**src/rtl/pong_pkg.sv**
```systemverilog
// Shared encodings and limits for the Pong input front-end.
package pong_pkg;
   localparam logic [1:0] DIR_NONE = 2'b00;
   localparam logic [1:0] DIR_UP   = 2'b01;
   localparam logic [1:0] DIR_DOWN = 2'b10;

   localparam int SPEED_MAX = 7;
   localparam int HOLD_MAX  = 63;

   typedef enum logic {IDLE, PEND} cmd_state_e;

   // Opposing buttons cancel out so the paddle never gets a contradictory command.
   function automatic logic [1:0] dir_decode(input logic up, input logic dn);
      if (up && !dn)      return DIR_UP;
      else if (dn && !up) return DIR_DOWN;
      else                return DIR_NONE;
   endfunction
endpackage

```
**src/rtl/pong_input_ctrl_if.sv**
```systemverilog
// Paddle command handshake between the input controller and the game core.
interface pong_input_ctrl_if;
   logic       CMD_VALID;
   logic       CMD_READY;
   logic [1:0] CMD_DIR;
   logic [2:0] CMD_SPEED;
   logic       OVERRUN;

   modport master (output CMD_VALID, CMD_DIR, CMD_SPEED, OVERRUN, input CMD_READY);
   modport slave  (input CMD_VALID, CMD_DIR, CMD_SPEED, OVERRUN, output CMD_READY);
endinterface

```
**src/rtl/pong_input_ctrl_btn_debounce.sv**
```systemverilog
// Two-flop synchroniser followed by a stable-time debouncer for one button.
module btn_debounce #(
   parameter int DEBOUNCE_CYCLES = 250000,
   parameter int CNT_W           = 18
) (
   input  logic clk_i,
   input  logic rst_ni,
   input  logic btn_i,
   output logic db_o
);
   logic             sync1_q, sync2_q;
   logic             db_q, db_d;
   logic [CNT_W-1:0] cnt_q, cnt_d;

   // Any sample matching the accepted state restarts the stability window.
   always_comb begin
      cnt_d = '0;
      db_d  = db_q;
      if (sync2_q != db_q) begin
         if (cnt_q == CNT_W'(DEBOUNCE_CYCLES - 1)) db_d = ~db_q;
         else                                      cnt_d = cnt_q + 1'b1;
      end
   end

   always_ff @(posedge clk_i or negedge rst_ni) begin
      if (!rst_ni) begin
         sync1_q <= 1'b0;
         sync2_q <= 1'b0;
         db_q    <= 1'b0;
         cnt_q   <= '0;
      end else begin
         sync1_q <= btn_i;
         sync2_q <= sync1_q;
         db_q    <= db_d;
         cnt_q   <= cnt_d;
      end
   end

   assign db_o = db_q;
endmodule

```
**src/rtl/pong_input_ctrl.sv**
```systemverilog
// Button/switch front-end: debounce, frame-aligned config, one paddle command per frame.
module pong_input_ctrl
   import pong_pkg::*;
#(
   parameter int DEBOUNCE_CYCLES   = 250000,
   parameter int CNT_W             = 18,
   parameter int SPEED_STEP_FRAMES = 8
) (
   input  logic              CLK_25MHZ,
   input  logic              RESET_N,
   input  logic              BTN_UP,
   input  logic              BTN_DOWN,
   input  logic [7:0]        SWITCHES,
   input  logic              FRAME_START,
   pong_input_ctrl_if.master cmd,
   output logic [7:0]        CFG
);
   logic       up_db, dn_db;
   logic [7:0] sw_s1_q, sw_s2_q, cfg_q;
   logic [1:0] dir_now, prev_dir_q;
   logic [5:0] hold_q, hold_d;
   logic [2:0] speed_now;
   int         ramp;

   cmd_state_e state_q, state_d;
   logic [1:0] dir_q, dir_d;
   logic [2:0] speed_q, speed_d;
   logic       ovr_q, ovr_d;

   btn_debounce #(.DEBOUNCE_CYCLES(DEBOUNCE_CYCLES), .CNT_W(CNT_W)) u_up (
      .clk_i(CLK_25MHZ), .rst_ni(RESET_N), .btn_i(BTN_UP), .db_o(up_db));
   btn_debounce #(.DEBOUNCE_CYCLES(DEBOUNCE_CYCLES), .CNT_W(CNT_W)) u_dn (
      .clk_i(CLK_25MHZ), .rst_ni(RESET_N), .btn_i(BTN_DOWN), .db_o(dn_db));

   assign dir_now = dir_decode(up_db, dn_db);

   // Speed is derived from the hold count as it stands after this frame's update.
   always_comb begin
      hold_d = '0;
      if (dir_now != DIR_NONE && dir_now == prev_dir_q)
         hold_d = (hold_q == 6'(HOLD_MAX)) ? hold_q : hold_q + 6'd1;
      ramp      = 1 + int'(hold_d) / SPEED_STEP_FRAMES;
      speed_now = '0;
      if (dir_now != DIR_NONE)
         speed_now = (ramp > SPEED_MAX) ? 3'(SPEED_MAX) : 3'(ramp);
   end

   always_comb begin
      state_d = state_q;
      dir_d   = dir_q;
      speed_d = speed_q;
      ovr_d   = 1'b0;
      case (state_q)
         IDLE: if (FRAME_START) begin
            dir_d   = dir_now;
            speed_d = speed_now;
            state_d = PEND;
         end
         PEND: if (FRAME_START) begin
            dir_d   = dir_now;
            speed_d = speed_now;
            ovr_d   = !cmd.CMD_READY;
         end else if (cmd.CMD_READY) begin
            state_d = IDLE;
         end
         default: state_d = IDLE;
      endcase
   end

   always_ff @(posedge CLK_25MHZ or negedge RESET_N) begin
      if (!RESET_N) begin
         sw_s1_q    <= '0;
         sw_s2_q    <= '0;
         cfg_q      <= '0;
         prev_dir_q <= DIR_NONE;
         hold_q     <= '0;
         state_q    <= IDLE;
         dir_q      <= DIR_NONE;
         speed_q    <= '0;
         ovr_q      <= 1'b0;
      end else begin
         sw_s1_q <= SWITCHES;
         sw_s2_q <= sw_s1_q;
         if (FRAME_START) begin
            cfg_q      <= sw_s2_q;
            prev_dir_q <= dir_now;
            hold_q     <= hold_d;
         end
         state_q <= state_d;
         dir_q   <= dir_d;
         speed_q <= speed_d;
         ovr_q   <= ovr_d;
      end
   end

   assign cmd.CMD_VALID = (state_q == PEND);
   assign cmd.CMD_DIR   = dir_q;
   assign cmd.CMD_SPEED = speed_q;
   assign cmd.OVERRUN   = ovr_q;
   assign CFG           = cfg_q;
endmodule

```
**src/flat_wrapper.sv**
```systemverilog
// flat-port wrapper written by rule: the top's interface ports become plain ports
module pong_input_ctrl_flat import pong_pkg::*;
#(
   parameter int DEBOUNCE_CYCLES   = 250000,
   parameter int CNT_W             = 18,
   parameter int SPEED_STEP_FRAMES = 8
)
  (CLK_25MHZ, RESET_N, BTN_UP, BTN_DOWN, SWITCHES, FRAME_START, CFG, cmd_CMD_VALID, cmd_CMD_DIR, cmd_CMD_SPEED, cmd_OVERRUN, cmd_CMD_READY);
  pong_input_ctrl_if cmd_i ();
  input  logic CLK_25MHZ;
  input  logic RESET_N;
  input  logic BTN_UP;
  input  logic BTN_DOWN;
  input  logic [7:0] SWITCHES;
  input  logic FRAME_START;
  output logic [7:0] CFG;
  output wire logic [$bits(cmd_i.CMD_VALID)-1:0] cmd_CMD_VALID;
  output wire logic [$bits(cmd_i.CMD_DIR)-1:0] cmd_CMD_DIR;
  output wire logic [$bits(cmd_i.CMD_SPEED)-1:0] cmd_CMD_SPEED;
  output wire logic [$bits(cmd_i.OVERRUN)-1:0] cmd_OVERRUN;
  input wire logic [$bits(cmd_i.CMD_READY)-1:0] cmd_CMD_READY;
  assign cmd_CMD_VALID = cmd_i.CMD_VALID;
  assign cmd_CMD_DIR = cmd_i.CMD_DIR;
  assign cmd_CMD_SPEED = cmd_i.CMD_SPEED;
  assign cmd_OVERRUN = cmd_i.OVERRUN;
  assign cmd_i.CMD_READY = cmd_CMD_READY;
  pong_input_ctrl #(.DEBOUNCE_CYCLES(DEBOUNCE_CYCLES), .CNT_W(CNT_W), .SPEED_STEP_FRAMES(SPEED_STEP_FRAMES)) u_core (.CLK_25MHZ(CLK_25MHZ), .RESET_N(RESET_N), .BTN_UP(BTN_UP), .BTN_DOWN(BTN_DOWN), .SWITCHES(SWITCHES), .FRAME_START(FRAME_START), .cmd(cmd_i), .CFG(CFG));
endmodule
```
**config.mk**
```make
export PLATFORM = sky130hd
export DESIGN_NAME = pong_input_ctrl_flat
export DESIGN_NICKNAME = d
export VERILOG_FILES = /design/src/rtl/pong_pkg.sv /design/src/rtl/pong_input_ctrl_if.sv /design/src/rtl/pong_input_ctrl_btn_debounce.sv /design/src/rtl/pong_input_ctrl.sv /design/src/flat_wrapper.sv
export SDC_FILE = /design/constraint.sdc
export NUM_CORES = 1
export LEC_CHECK = 0
export BUFFER_PORTS_ARGS = -buffer_cell sky130_fd_sc_hd__buf_2
export CORE_MARGIN = 4
export CORE_UTILIZATION = 33
export DETAILED_ROUTE_END_ITERATION = 10
export MAX_ROUTING_LAYER = met4
export PLACE_DENSITY_LB_ADDON = 0.25
export REMOVE_ABC_BUFFERS = 1
export SYNTH_ARGS = -nofsm -noshare
export SYNTH_HDL_FRONTEND = slang
export SYNTH_SLANG_ARGS = --single-unit
```
**constraint.sdc**
```tcl
create_clock -name CLK_25MHZ -period 3.8 [get_ports CLK_25MHZ]
set_clock_uncertainty 0.1 [all_clocks]
set_input_delay 0 -clock CLK_25MHZ [delete_from_list [all_inputs] [get_ports CLK_25MHZ]]
set_output_delay 0 -clock CLK_25MHZ [all_outputs]
set_load 0.01 [all_outputs]
```
; After elaboration in Yosys (flattened, before gate mapping)
; Index checks and enable logic that the tools add are counted.
[word_totals]
memories = 0
out_inout_bits = 15
inputBits = 14
ram_bits = 0
elab_cells = 61
latchBits = 0
register_bits = 81
rom_bits = 0
[op_classes]
add_sub_neg = 4
n_div = 0
muxes = 18
shift = 0
multipliers = 0
bitwise = 3
order_cmp = 1
reduce_logical = 10
n_eq_ne = 7
[ops]
columns = operator, n
row1 = two-way mux 18 bit, 4
row2 = "adder 18 x 1 -> 18 bit, second input constant", 2
row3 = "== test 18 bit, second input constant", 2
row4 = "> comparator 32 x 4 -> 1 bit, second input constant", 1
row5 = two-way mux 6 bit, 2
row6 = two-way mux 3 bit, 3
row7 = "adder 6 x 1 -> 6 bit, second input constant", 1
row8 = "== test 6 bit, second input constant", 1
row9 = two-way mux 2 bit, 3
row10 = AND reduction 2 bit, 3
row11 = two-way mux 1 bit, 5
row12 = "adder 1 x 3 -> 4 bit, first input constant", 1
row13 = logical AND 1 bit, 3
row14 = zero test 1 bit, 3
row15 = NOT 1 bit, 3
row16 = == test 2 bit, 1
row17 = inequality test 1 bit, 2
row18 = "inequality test 2 bit, second input constant", 1
row19 = one-hot mux 1 bit (2 select lines), 1
row20 = nonzero test 2 bit, 1

; Logic depth before layout (Yosys ltp)
[depth]
depth_word = 12
mapped_depth = 10
depth_no_buf = 10

; Cells and area by module
; Synthesis repeated with hierarchy kept, for this count alone.
[unflattened]
cells_unflattened = 313
hier_area_um2 = 3590.9
[by_module_without_submodules]
columns = module, cells_per_inst, seq_area_each_um2, instances, area_per_inst_um2
row1 = btn_debounce, 99, 525.5, 2, 1029.7
row2 = pong_input_ctrl, 115, 925.9, 1, 1531.5

; Least setup slack after synthesis
; Ideal clock, no wire load.
[synth_timing]
kind = register to register
startpoint = register u_core.u_up.db_q, in the netlist u_core.u_up.db_o
endpoint = register u_core.speed_q[2], in the netlist u_core.cmd.CMD_SPEED[2]
setup_ns = 0.139
period_less_slack_ns = 2.265
required_ns = 3.561
path_slack_ns = 1.535
stages_incl_launch_ff = 11
t_arrival_ns = 2.026
path_cell_list = dfrtp_1 -> inv_1 -> ha_1 -> xor2_1 -> or3_1 -> a211oi_1 -> ha_1 -> o31ai_1 -> a31oi_1 -> and3_1 -> o32ai_2
[synth_via]
elab_chain_cells = 12
elab_cells_between_ends = 14
[synth_lines]
columns = item, line
row1 = start: declaration, pong_input_ctrl_btn_debounce.sv:12  ; logic db_q, db_d;
row2 = start signal: assignment, pong_input_ctrl_btn_debounce.sv:29  ; db_q <= 1'b0;
row3 = start signal: assignment, pong_input_ctrl_btn_debounce.sv:34  ; db_q <= db_d;
row4 = zero test 1 bit, pong_pkg.sv:15  ; else if (dn && !up) return DIR_DOWN;
row5 = logical AND 1 bit, pong_pkg.sv:15
row6 = two-way mux 2 bit, pong_pkg.sv:15
row7 = two-way mux 2 bit *, pong_pkg.sv:14  ; if (up && !dn) return DIR_UP;
row8 = via u_core.dir_now[1], pong_input_ctrl.sv:20  ; logic [1:0] dir_now, prev_dir_q;
row9 = == test 2 bit or nonzero test 2 bit (tied branches), "pong_input_ctrl.sv:40, pong_input_ctrl.sv:44"
row10 = logical AND 1 bit, pong_input_ctrl.sv:40  ; if (dir_now != DIR_NONE && dir_now == prev_dir_q)
row11 = two-way mux 6 bit, pong_input_ctrl.sv:40
row12 = adder 1 x 3 -> 4 bit, pong_input_ctrl.sv:42  ; ramp = 1 + int'(hold_d) / SPEED_STEP_FRAMES;
row13 = > comparator 32 x 4 -> 1 bit, pong_input_ctrl.sv:45  ; speed_now = (ramp > SPEED_MAX) ? 3'(SPEED_MAX) : 3'(ramp);
row14 = two-way mux 3 bit, pong_input_ctrl.sv:45
row15 = two-way mux 3 bit *, pong_input_ctrl.sv:44  ; if (dir_now != DIR_NONE)
row16 = two-way mux 3 bit *, "pong_input_ctrl.sv:54, pong_input_ctrl.sv:59"
row17 = end signal: assignment, pong_input_ctrl.sv:91  ; speed_q <= speed_d;
row18 = end: declaration, pong_input_ctrl.sv:27  ; logic [2:0] speed_q, speed_d;
; Mark *: on every way through the listed nets, which the timed path passes. The rest lies on a longest branch. The select of a mux whose other input is x is not followed.
; A chain may end at the register's enable or synchronous reset.

; Worst setup path after layout
; Ends and elaborated chain as after synthesis.

==> run_results.csv <==
group,metric,value,unit
outcome,status,"finished, final reports clean",
finish,fin_util,39.3,%
clock_network,cts_tree,"yes",
critical_path,path_class,"flop to flop",
critical_path,reg2reg_depth,10,
synth,netlist_area,3440,sq um
critical_path,cpPeakStageDelay,420,ps
timing,maxSlewHeadroom,35.0,%
timing,fin_crit_sh,64.2,%
clock_network,cts-root-buf,"clkbuf_8",
run,cap_violations,0,
drt,drt_iter0_drc,54,
timing,worst_slack,1360,ps
timing,tightest_slew,975,ps
worst_hold_path,hold_depth,2,
critical_path,required,3920,ps
drt,ant_nets,0,
synth,syn-mean-instance-area,11.3,sq um
timing,final-setup-viol-count,0,
critical_path,cp.arrival,2560,ps
critical_path,end_kind,"flop",
floorplanning,die_h,110,um
power,ir_drop,168,uV
placed_design,post-place-ws,1370,ps
drt,vias,2261,
synth,synthCells,304,
floorplanning,core,10200,sq um
synth,synthArstFlopShare,100,%
timing,post-route-min-period,2440,ps
clock_network,clock_latency,350,ps
finish,fin_nets,363,
finish,final_common_cell,"dfrtp_1",
drt,routedWlPerCell,12.5,um
clock_network,clk_path_buf_depth,2,
finish,final_cell_mix,"dfrtp_1 (79), nor2_1 (41), buf_2 (27)",
global_route,grt_antenna_before_repair,0,
timing,fmax,410,MHz
clock_network,cts_buffers,9,
global_route,grt_max_degree,80,
finish,nFillCells,1005,
synth,yosysSeqAreaShare,57.5,%
floorplanning,initial_core_util,33.6,%
worst_hold_path,hold_path.startpoint,"SWITCHES[1]",
finish,syn_to_final_growth,16.9,%
critical_path,cp_cell_sequence,"inv_1 > ha_1 > xor2_1 > or3_1 > a211oi_1 > ha_1 > o31ai_1 > a31oi_1 > and3_1 > o32ai_2",
placed_design,dp_hpwl,3950,um
placed_design,port-buffer-count,28,
worst_hold_path,whs_endpoint,"u_core.sw_s1_q[1]$_DFF_PN0_",
synth,ys_ff_latch,79,
power,p_per_area,409,nW/um^2
synth,ys_types,45,
timing,rsz0062_at_grt,"no",
critical_path,start_kind,"flop",
drt,drc,0,
power,power,1640,uW
timing,final.setup.tns,0,ps
critical_path,cpMaxStageDelayCell,"dfrtp_1",
floorplanning,fp.dieArea,12100,sq um
power,power.leakage,0.00179,uW
drt,dr.pass1.iters,5,
clock_network,h-tree-depth,3,
clock_network,clkSinkCount,79,
critical_path,reg2reg_slack,1360,ps
drt,wl,6050,um
global_route,grt_pass1_vias,2235,
floorplanning,die_x,110,um
synth,synth-edff-count,0,
floorplanning,pin_count,29,
global_route,grtUsageTotal,11.4,%
worst_hold_path,hold_path_class,"input port to flop",
timing,finalHoldViolCount,0,
floorplanning,rows,37,
critical_path,r2r_start,"u_core.u_up.db_o$_DFFE_PN0P_",
timing,drv_slew,0,
synth,synth_warnings,0,
global_route,globalRouteOverflowTotal,0,
synth,yosys_most_used_dff,"dfrtp_1",
critical_path,crit_top_cell,"ha_1",
placed_design,gp_congestion,0.788,
critical_path,reg2reg_to,"u_core.cmd.CMD_SPEED[2]$_DFFE_PN0P_",
timing,hold_slack,183,ps
clock_network,clkTransAtPathRegs,90,ps
drt,vias_per_cell,4.67,
finish,drive_gt1_share,18.4,%
critical_path,crit_path_max_fanout,4,
global_route,grt_first_pass_wirelength,10500,um
finish,n_antenna_cell,0,
-- registers in the layout, indices dropped and copies added (netlist names), 2 cells and up --
register and cells:
u_core.u_up.cnt_q 18, u_core.hold_q 6, u_core.sw_s1_q 8, u_core.sw_s2_q 8, u_core.cmd.CMD_DIR 2, u_core.CFG 8
u_core.u_dn.cnt_q 18, u_core.cmd.CMD_SPEED 3
-- where the power goes --
| group | switching (uW) | internal [uW] |
|---|---|---|
| Sequential | 11.7 | 865 |
| Clock | 314 | 373 |
| Combinational | 44.0 | 34.7 |
-- worst max-delay path, delay by kind of cell, from the launching register on --
kind,cells,cell delay [ps]
adders and majority gates,2,430
AOI/OAI and AO/OA,4,530
and+or+nand+nor,2,600
DFF,1,420
xor gates and xnor gates,1,170
buffers and inverters,1,60
-- stage by stage --
step	instances	area [sq um]
6_report	484	4020
5_1_grt	484	4020
4_1_cts	484	4020
3_5_place_dp	455	3670
3_3_place_gp	455	3670
2_1_floorplan	291	3360
-- worst max-delay path by stage --
stage | slack, ps | cells past startpoint | from | endpoint
finish | 1360 | 10 | u_core.u_up.db_o$_DFFE_PN0P_ | u_core.cmd.CMD_SPEED[2]$_DFFE_PN0P_
global route | 1140 | 10 | u_core.u_up.db_o$_DFFE_PN0P_ | u_core.cmd.CMD_SPEED[2]$_DFFE_PN0P_
CTS | 1360 | 10 | u_core.u_up.db_o$_DFFE_PN0P_ | u_core.cmd.CMD_SPEED[2]$_DFFE_PN0P_
detailed placement | 1370 | 10 | u_core.u_up.db_o$_DFFE_PN0P_ | u_core.cmd.CMD_SPEED[2]$_DFFE_PN0P_
global placement | 1410 | 10 | u_core.u_up.db_o$_DFFE_PN0P_ | u_core.cmd.CMD_SPEED[2]$_DFFE_PN0P_
floorplan | 1550 | 10 | u_core.u_up.db_o$_DFFE_PN0P_ | u_core.cmd.CMD_SPEED[2]$_DFFE_PN0P_
-- cells in the mapped netlist, types with 2 or more instances --
cell | instances | share of area [%]
buf_6 | 4 | 1.3
ha_1 | 6 | 2.2
and4_1 | 4 | 1.0
and3_1 | 11 | 2.0
nand3_1 | 16 | 2.3
buf_2 | 2 | 0.29
a31oi_1 | 3 | 0.55
nor4_1 | 2 | 0.36
nand2_1 | 17 | 1.9
nand4_1 | 10 | 1.8
o21ai_0 | 9 | 1.3
or3_1 | 2 | 0.36
inv_1 | 8 | 0.87
o22ai_1 | 2 | 0.36
nor2_1 | 41 | 4.5
a21oi_1 | 5 | 0.73
clkbuf_1 | 6 | 0.65
nor2b_1 | 3 | 0.55
xor2_1 | 23 | 5.9
mux2_2 | 13 | 4.3
nor4b_1 | 2 | 0.51
nor3_1 | 2 | 0.29
xnor2_1 | 13 | 3.3
dfrtp_1 | 79 | 57
-- cell families after synthesis --
logic type	count (synthesis)	share of synthesized area [%]
simple gates	122	18.5
flops	79	57.5
xor+xnor	36	9.16
compound gates	27	5.13
buf+inv	21	3.27
mux	13	4.25
fa+ha+maj	6	2.18
-- area by class of cell --
cell class	count	area (sq um)	share of cell area (%)
Multi-Input combinational cell	204	1350	33.6
Sequential cell	79	1980	49.2
Tap cell	136	170	4.23
Timing Repair Buffer	41	273	6.78
Inverter	8	30.0	0.747
Clock inverter	6	92.6	2.30
Clock buffer	10	128	3.17
-- layer usage --
layer / share of wire, % / vias up / GRT usage [%]
li1: - / 1121 / -
met1: 49 / 1110 / 14.8
met2: 46 / 21 / 16.6
met3: 3.6 / 9 / 3.79
met4: 1.5 / 0 / 4.49
met5: 0 / - / -
-- timing repair --
| item | CTS | global route |
|---|---|---|
| hold buffers | 13 | 0 |
| resized for setup | 0 | 0 |
| setup buffers | 0 | 0 |
| endpoints found under the hold margin | 92 | 0 |
(Power assumes the default switching activity.)
